File: src/rtl/if_pkg.sv
// Shared types and constants for the instruction-fetch stage.
package if_pkg;

  localparam int unsigned IF_PC_W   = 64;
  localparam int unsigned IF_INST_W = 32;
  localparam logic [IF_PC_W-1:0] IF_PC_STEP = 64'd4;

  typedef enum logic [1:0] {
    StIdle,
    StFetch,
    StHold,
    StDiscard
  } if_state_e;

endpackage

File: src/rtl/if_skid_buf.sv
// Single-entry {pc, inst} skid slot; absorbs an ack that lands while the output buffer is stalled.
module if_skid_buf
  import if_pkg::*;
(
  input  logic                 clk,
  input  logic                 rstn,
  input  logic                 i_load,
  input  logic                 i_drain,
  input  logic                 i_clear,
  input  logic [IF_PC_W-1:0]   i_pc,
  input  logic [IF_INST_W-1:0] i_inst,
  output logic                 o_valid,
  output logic [IF_PC_W-1:0]   o_pc,
  output logic [IF_INST_W-1:0] o_inst
);

  logic                 r_valid;
  logic [IF_PC_W-1:0]   r_pc;
  logic [IF_INST_W-1:0] r_inst;

  always_ff @(posedge clk or negedge rstn) begin
    if (!rstn) begin
      r_valid <= 1'b0;
      r_pc    <= '0;
      r_inst  <= '0;
    end else if (i_clear) begin
      r_valid <= 1'b0;
    end else if (i_load) begin
      r_valid <= 1'b1;
      r_pc    <= i_pc;
      r_inst  <= i_inst;
    end else if (i_drain) begin
      r_valid <= 1'b0;
    end
  end

  assign o_valid = r_valid;
  assign o_pc    = r_pc;
  assign o_inst  = r_inst;

endmodule

File: src/rtl/if_fetch_unit.sv
// Instruction-fetch stage: owns the PC, single-outstanding request/ack to imem, feeds IF/ID.
// Optional `IF_PERF_CNT_EN adds perf_fetch_cnt / perf_stall_cnt outputs.
module if_fetch_unit
  import if_pkg::*;
#(
  parameter logic [IF_PC_W-1:0] RESET_PC = 64'h0
) (
  input  logic                 clk,
  input  logic                 rstn,
  input  logic                 IFIDstall,
  input  logic                 redirect_valid,
  input  logic [IF_PC_W-1:0]   redirect_pc,
  output logic                 if_request,
  output logic [IF_PC_W-1:0]   if_addr,
  input  logic                 if_ack,
  input  logic [IF_INST_W-1:0] if_data,
  output logic [IF_PC_W-1:0]   IFpc,
  output logic [IF_PC_W-1:0]   IFnpc,
  output logic [IF_INST_W-1:0] IFinst,
  output logic                 IFvalid,
`ifdef IF_PERF_CNT_EN
  output logic [63:0]          perf_fetch_cnt,
  output logic [63:0]          perf_stall_cnt,
`endif
  output logic                 IF_stall_if
);

  if_state_e            r_state;
  logic [IF_PC_W-1:0]   r_pc;
  logic                 r_req;
  logic [IF_PC_W-1:0]   r_addr;
  logic [IF_PC_W-1:0]   r_ifpc;
  logic [IF_PC_W-1:0]   r_ifnpc;
  logic [IF_INST_W-1:0] r_ifinst;
  logic                 r_ifvalid;

  logic                 w_consume;
  logic                 w_buf_free;
  logic                 w_skid_load;
  logic                 w_skid_drain;
  logic                 w_skid_valid;
  logic [IF_PC_W-1:0]   w_skid_pc;
  logic [IF_INST_W-1:0] w_skid_inst;

  assign w_consume    = r_ifvalid && !IFIDstall;
  assign w_buf_free   = !r_ifvalid || w_consume;
  assign w_skid_load  = (r_state == StFetch) && if_ack && !w_buf_free;
  assign w_skid_drain = (r_state == StHold) && w_consume;

  if_skid_buf u_skid (
    .clk     (clk),
    .rstn    (rstn),
    .i_load  (w_skid_load),
    .i_drain (w_skid_drain),
    .i_clear (redirect_valid),
    .i_pc    (r_pc),
    .i_inst  (if_data),
    .o_valid (w_skid_valid),
    .o_pc    (w_skid_pc),
    .o_inst  (w_skid_inst)
  );

  always_ff @(posedge clk or negedge rstn) begin
    if (!rstn) begin
      r_state   <= StIdle;
      r_pc      <= RESET_PC;
      r_req     <= 1'b0;
      r_addr    <= '0;
      r_ifpc    <= '0;
      r_ifnpc   <= '0;
      r_ifinst  <= '0;
      r_ifvalid <= 1'b0;
    end else if (redirect_valid) begin
      r_ifvalid <= 1'b0;
      r_pc      <= redirect_pc;
      unique case (r_state)
        // An unacked request cannot be retracted; wait out its ack in StDiscard.
        StFetch: begin
          if (if_ack) r_addr <= redirect_pc;
          else        r_state <= StDiscard;
        end
        StDiscard: ;
        default: begin
          r_state <= StFetch;
          r_req   <= 1'b1;
          r_addr  <= redirect_pc;
        end
      endcase
    end else begin
      unique case (r_state)
        StIdle: begin
          r_state <= StFetch;
          r_req   <= 1'b1;
          r_addr  <= r_pc;
        end
        StFetch: begin
          if (if_ack) begin
            r_pc <= r_pc + IF_PC_STEP;
            if (w_buf_free) begin
              r_ifpc    <= r_pc;
              r_ifnpc   <= r_pc + IF_PC_STEP;
              r_ifinst  <= if_data;
              r_ifvalid <= 1'b1;
              r_addr    <= r_pc + IF_PC_STEP;
            end else begin
              r_state <= StHold;
              r_req   <= 1'b0;
            end
          end else if (w_consume) begin
            r_ifvalid <= 1'b0;
          end
        end
        StHold: begin
          if (w_consume && w_skid_valid) begin
            r_ifpc    <= w_skid_pc;
            r_ifnpc   <= w_skid_pc + IF_PC_STEP;
            r_ifinst  <= w_skid_inst;
            r_ifvalid <= 1'b1;
            r_state   <= StFetch;
            r_req     <= 1'b1;
            r_addr    <= r_pc;
          end
        end
        StDiscard: begin
          if (if_ack) begin
            r_state <= StFetch;
            r_addr  <= r_pc;
          end
        end
        default: r_state <= StIdle;
      endcase
    end
  end

  assign if_request  = r_req;
  assign if_addr     = r_addr;
  assign IFpc        = r_ifpc;
  assign IFnpc       = r_ifnpc;
  assign IFinst      = r_ifinst;
  assign IFvalid     = r_ifvalid;
  assign IF_stall_if = ((r_state == StFetch) || (r_state == StDiscard)) && !if_ack;

`ifdef IF_PERF_CNT_EN
  logic [63:0] r_perf_fetch;
  logic [63:0] r_perf_stall;

  always_ff @(posedge clk or negedge rstn) begin
    if (!rstn) begin
      r_perf_fetch <= '0;
      r_perf_stall <= '0;
    end else begin
      if (w_consume && !redirect_valid) r_perf_fetch <= r_perf_fetch + 64'd1;
      if (IF_stall_if)                  r_perf_stall <= r_perf_stall + 64'd1;
    end
  end

  assign perf_fetch_cnt = r_perf_fetch;
  assign perf_stall_cnt = r_perf_stall;
`endif

endmodule

File: config.mk
export PLATFORM = sky130hd
export DESIGN_NAME = if_fetch_unit
export DESIGN_NICKNAME = d
export VERILOG_FILES = /design/src/rtl/if_pkg.sv /design/src/rtl/if_skid_buf.sv /design/src/rtl/if_fetch_unit.sv
export SDC_FILE = /design/constraint.sdc
export NUM_CORES = 1
export LEC_CHECK = 0
export CORE_MARGIN = 3
export CORE_UTILIZATION = 54
export CTS_CLUSTER_DIAMETER = 40
export DETAILED_ROUTE_END_ITERATION = 6
export HOLD_SLACK_MARGIN = 0.1
export PLACE_DENSITY = 0.8
export SYNTH_ARGS = -nofsm -noshare
export SYNTH_HDL_FRONTEND = slang
export SYNTH_SLANG_ARGS = --single-unit
export TNS_END_PERCENT = 1
File: constraint.sdc
create_clock -name clk -period 2.7 [get_ports clk]
set_input_delay 0.405 -clock clk [delete_from_list [all_inputs] [get_ports clk]]
set_output_delay 0.405 -clock clk [all_outputs]
set_load 0.05 [all_outputs]
==> summary.txt <==
Synth
  – Main area contributors after synthesis: dfrtp_1, nand2_1, mux2_2
  – Async S/R FF share, synth: 1.00
  – Post-Syn Nets: ~2.3k
  – Most used DFF post-synth: dfrtp_1
  – Seq/Total Area, Yosys: 0.477
  – Synth Warn #: 0
  – Synth Register Bits: about 390
  – EDFF count, synth: 0
  – Syn avg cell area: a little over 9 um2
  – Post-Synthesis Cells: ~2.2k
  – Top cell type by total area after synthesis: dfrtp_1
  – Synthesized area: approximately 20000 um2
  – Top-count cell post-synth: dfrtp_1
  – Synth cell types: 60
  – Synth top area share: 0.477
  – Most frequent cells after synthesis: dfrtp_1, nand2_1, nor2_1, clkbuf_1, xnor2_1

Die
  – Die area: 39900 um2
  – Chip width: 200 um
  – Starting Density: 0.551
  – Chip height: between 150 and 200 um
  – Site Rows: 70
  – Ports: 328
  – Core Area: ~37000 um2

Finish
  – Inserted Diodes: 0
  – Sequential Area: a little under 10000 um2
  – Final #Nets: around 2.7k
  – Multi-input gate area: about 9800 um2
  – Share of cells above drive strength 1: 0.158
  – Synthesis-to-layout area growth: 32.7%
  – Number of fill cells in the layout: roughly 2.7k
  – Post-route cell area: 26900 um2

Place
  – Port bufs: 327
  – Final GP Congestion: around 1
  – HPWL Detailed: roughly 53 mm
  – Placement Cell Area: 24900 um2

Setup path
  – Critical-path maximum fanout: 25
  – Crit path DAT: about 3100 ps
  – Critical Path Source Type: register
  – Worst path cell trace: nand3_1 -> nor4_1 -> nand4_1 -> buf_12 -> o31a_1 -> o21ai_1 -> buf_4 -> o211ai_1
  – CP bufs+invs: 2
  – Crit path kind: register to register
  – Data required, critical path: between 3000 and 4000 ps
  – Slowest-stage cell, CP: dfrtp_1
  – Worst path max stage delay: about 460 ps
  – Crit. End Element: register
  – Top delay family on crit path: simple AND/OR/NAND/NOR gates

STA
  – Final Hold Fails: 0
  – Least-Margin Pin Slew: roughly 640 ps
  – Setup clock skew after layout: 31.8 ps
  – Fin crit share: 0.955
  – Slew headroom: 0.576
  – Final setup viols: 0
  – Fin crit period: 2580 ps
  – Setup TNS: 0 ps
  – RSZ-0062 raised after global routing: yes
  – Final Max Tran Viols: 0
  – Fmax: a little under 400 MHz

Power
  – Pwr dens: between 900 and 1000 nW/um2
  – Pleak: about 11 nW
  – VDD IR max: 0.000547 V

Clocking
  – Clock Pin Slew Worst Setup and Hold Paths: ~60 ps
  – Postcts setup bufs: 0
  – TritonCTS clock tree: built
  – Clock sink count: 387
  – H-tree depth: 2
  – Root cell of the clock tree: clkbuf_16
  – CTS Buf Count: 53
  – Longest Clk Path Bufs: 3
  – Clk_lat worst skew: approximately 600 ps

Global routing
  – Initial antenna violation count: 0
  – Vias in the first global route: about 19k
  – Global-route wire length before repair: around 110 mm
  – GRT Total Usage: 0.363
  – M3 GR Usage: 0.0834
  – Largest net degree at the start of global routing: roughly 110
  – M2 GR Usage: 0.530
  – Met1 usage: 0.544
  – GRT Max-Usage Layer: met1
  – Gr ovfl total: 0

Worst hold path
  – Hold Path Class: input port to register

Route
  – Total number of vias: 19.0k
  – Initial DRC count: ~2.1k
  – Total wire length: around 73 mm
  – Routed len/inst: around 24 um
  – Post-route ant nets: 0
  – Drt first pass iters: 6
  – Drt via density: roughly 6.2
  – Drc violations: 0

Run status
  – Status: complete, no violations

Run
  – Max_cap viols: 0
## cell families after synthesis
group | after synthesis | synth area share
AND/OR/NAND/NOR | 906 | 0.204
multiplexers | 117 | 0.0646
XOR/XNOR | 214 | 0.0924
flip-flops | 387 | 0.477
buffers and inverters | 227 | 0.0445
AO/OA/AOI/OAI | 365 | 0.116
adder cells (fa/ha/maj) | 3 | 0.00173
## metal layers
layer  vias up  part of all wire  routed length (um)
met4         0             0.026                1910
met1      9330              0.43               31300
li1       8440                 -                   -
met2      1121              0.43               31500
met5         -                 0                   0
met3       137              0.12                8540
## final timing paths
path / start / end / slack [ps] / cells past startpoint
setup / recovery: r_pc[30]$_DFFE_PN0P_ / IFnpc[58]$_DFFE_PN0P_ / 120 / 8
hold / removal: redirect_valid / r_state[1]$_DFFE_PN0P_ / 280 / 3
setup reg to reg: r_pc[30]$_DFFE_PN0P_ / IFnpc[58]$_DFFE_PN0P_ / 120 / 8
hold reg to reg: if_addr[7]$_DFFE_PN0P_ / if_addr[7]$_DFFE_PN0P_ / 480 / 2
max in group asynchronous: rstn / r_pc[39]$_DFFE_PN0P_ / 1470 / 3
min in group asynchronous: rstn / IFpc[62]$_DFFE_PN0P_ / 390 / 2
## what timing repair did
action | CTS | global route
resized for setup | 0 | 5
endpoints found under the hold margin | 64 | 0
hold buffers | 1 | 0
endpoints found under the setup margin | 0 | 7
## report_power, final
group / leakage [nW] / switching, W / internal, W
Combinational: 5.55 / 0.00550 / 0.00303
Sequential: 4.60 / 0.00128 / 0.00713
Clock: 0.939 / 0.00282 / 0.00485
Total: 11.1 / 0.00960 / 0.0150
## state kept, by name (all words and copies together), names as in the netlist
signal,cells
IFpc,64
r_pc,64
u_skid.o_inst,32
u_skid.o_valid,1
if_request,1
IFnpc,62
u_skid.o_pc,64
IFinst,32
if_addr,64
IFvalid,1
r_state,2
## worst min-delay path, delay by kind of cell
family                 cells  cell delay (ps)
AND/OR/NAND/NOR            1              170
buffers and inverters      1              180
AO/OA/AOI/OAI              1               70
## layout by cell type, fill, tap and decap left out, types with 85 or more instances in the layout
cell	count
buf_4	157
clkdlybuf4s50_1	324
o21ai_0	97
mux2_2	111
xor2_1	85
nand2_1	360
dfrtp_1	387
xnor2_1	128
nor2_1	236
a31oi_1	102
## metrics by stage
step                      power [W]  hold slack [ps]   util  instances  setup slack, ps
after CTS                    0.0246              250  0.731       3079             20.9
after global routing         0.0255              283  0.732       3079            -10.9
final                        0.0246              283  0.732       3079              122
after detailed placement     0.0169              431  0.678       2981             58.9
after global placement       0.0167              436  0.678       2981              104
after floorplan              0.0134              109      -       2219              224
## area by class of cell
type | instances | area share
Tap cell | 468 | 0.0218
Inverter | 18 | 0.00256
Clock buffer | 62 | 0.0540
Sequential cell | 387 | 0.360
Multi-Input combinational cell | 1605 | 0.363
Clock inverter | 35 | 0.0185
Timing Repair Buffer | 504 | 0.180
Power figures use the tool's default switching activity.
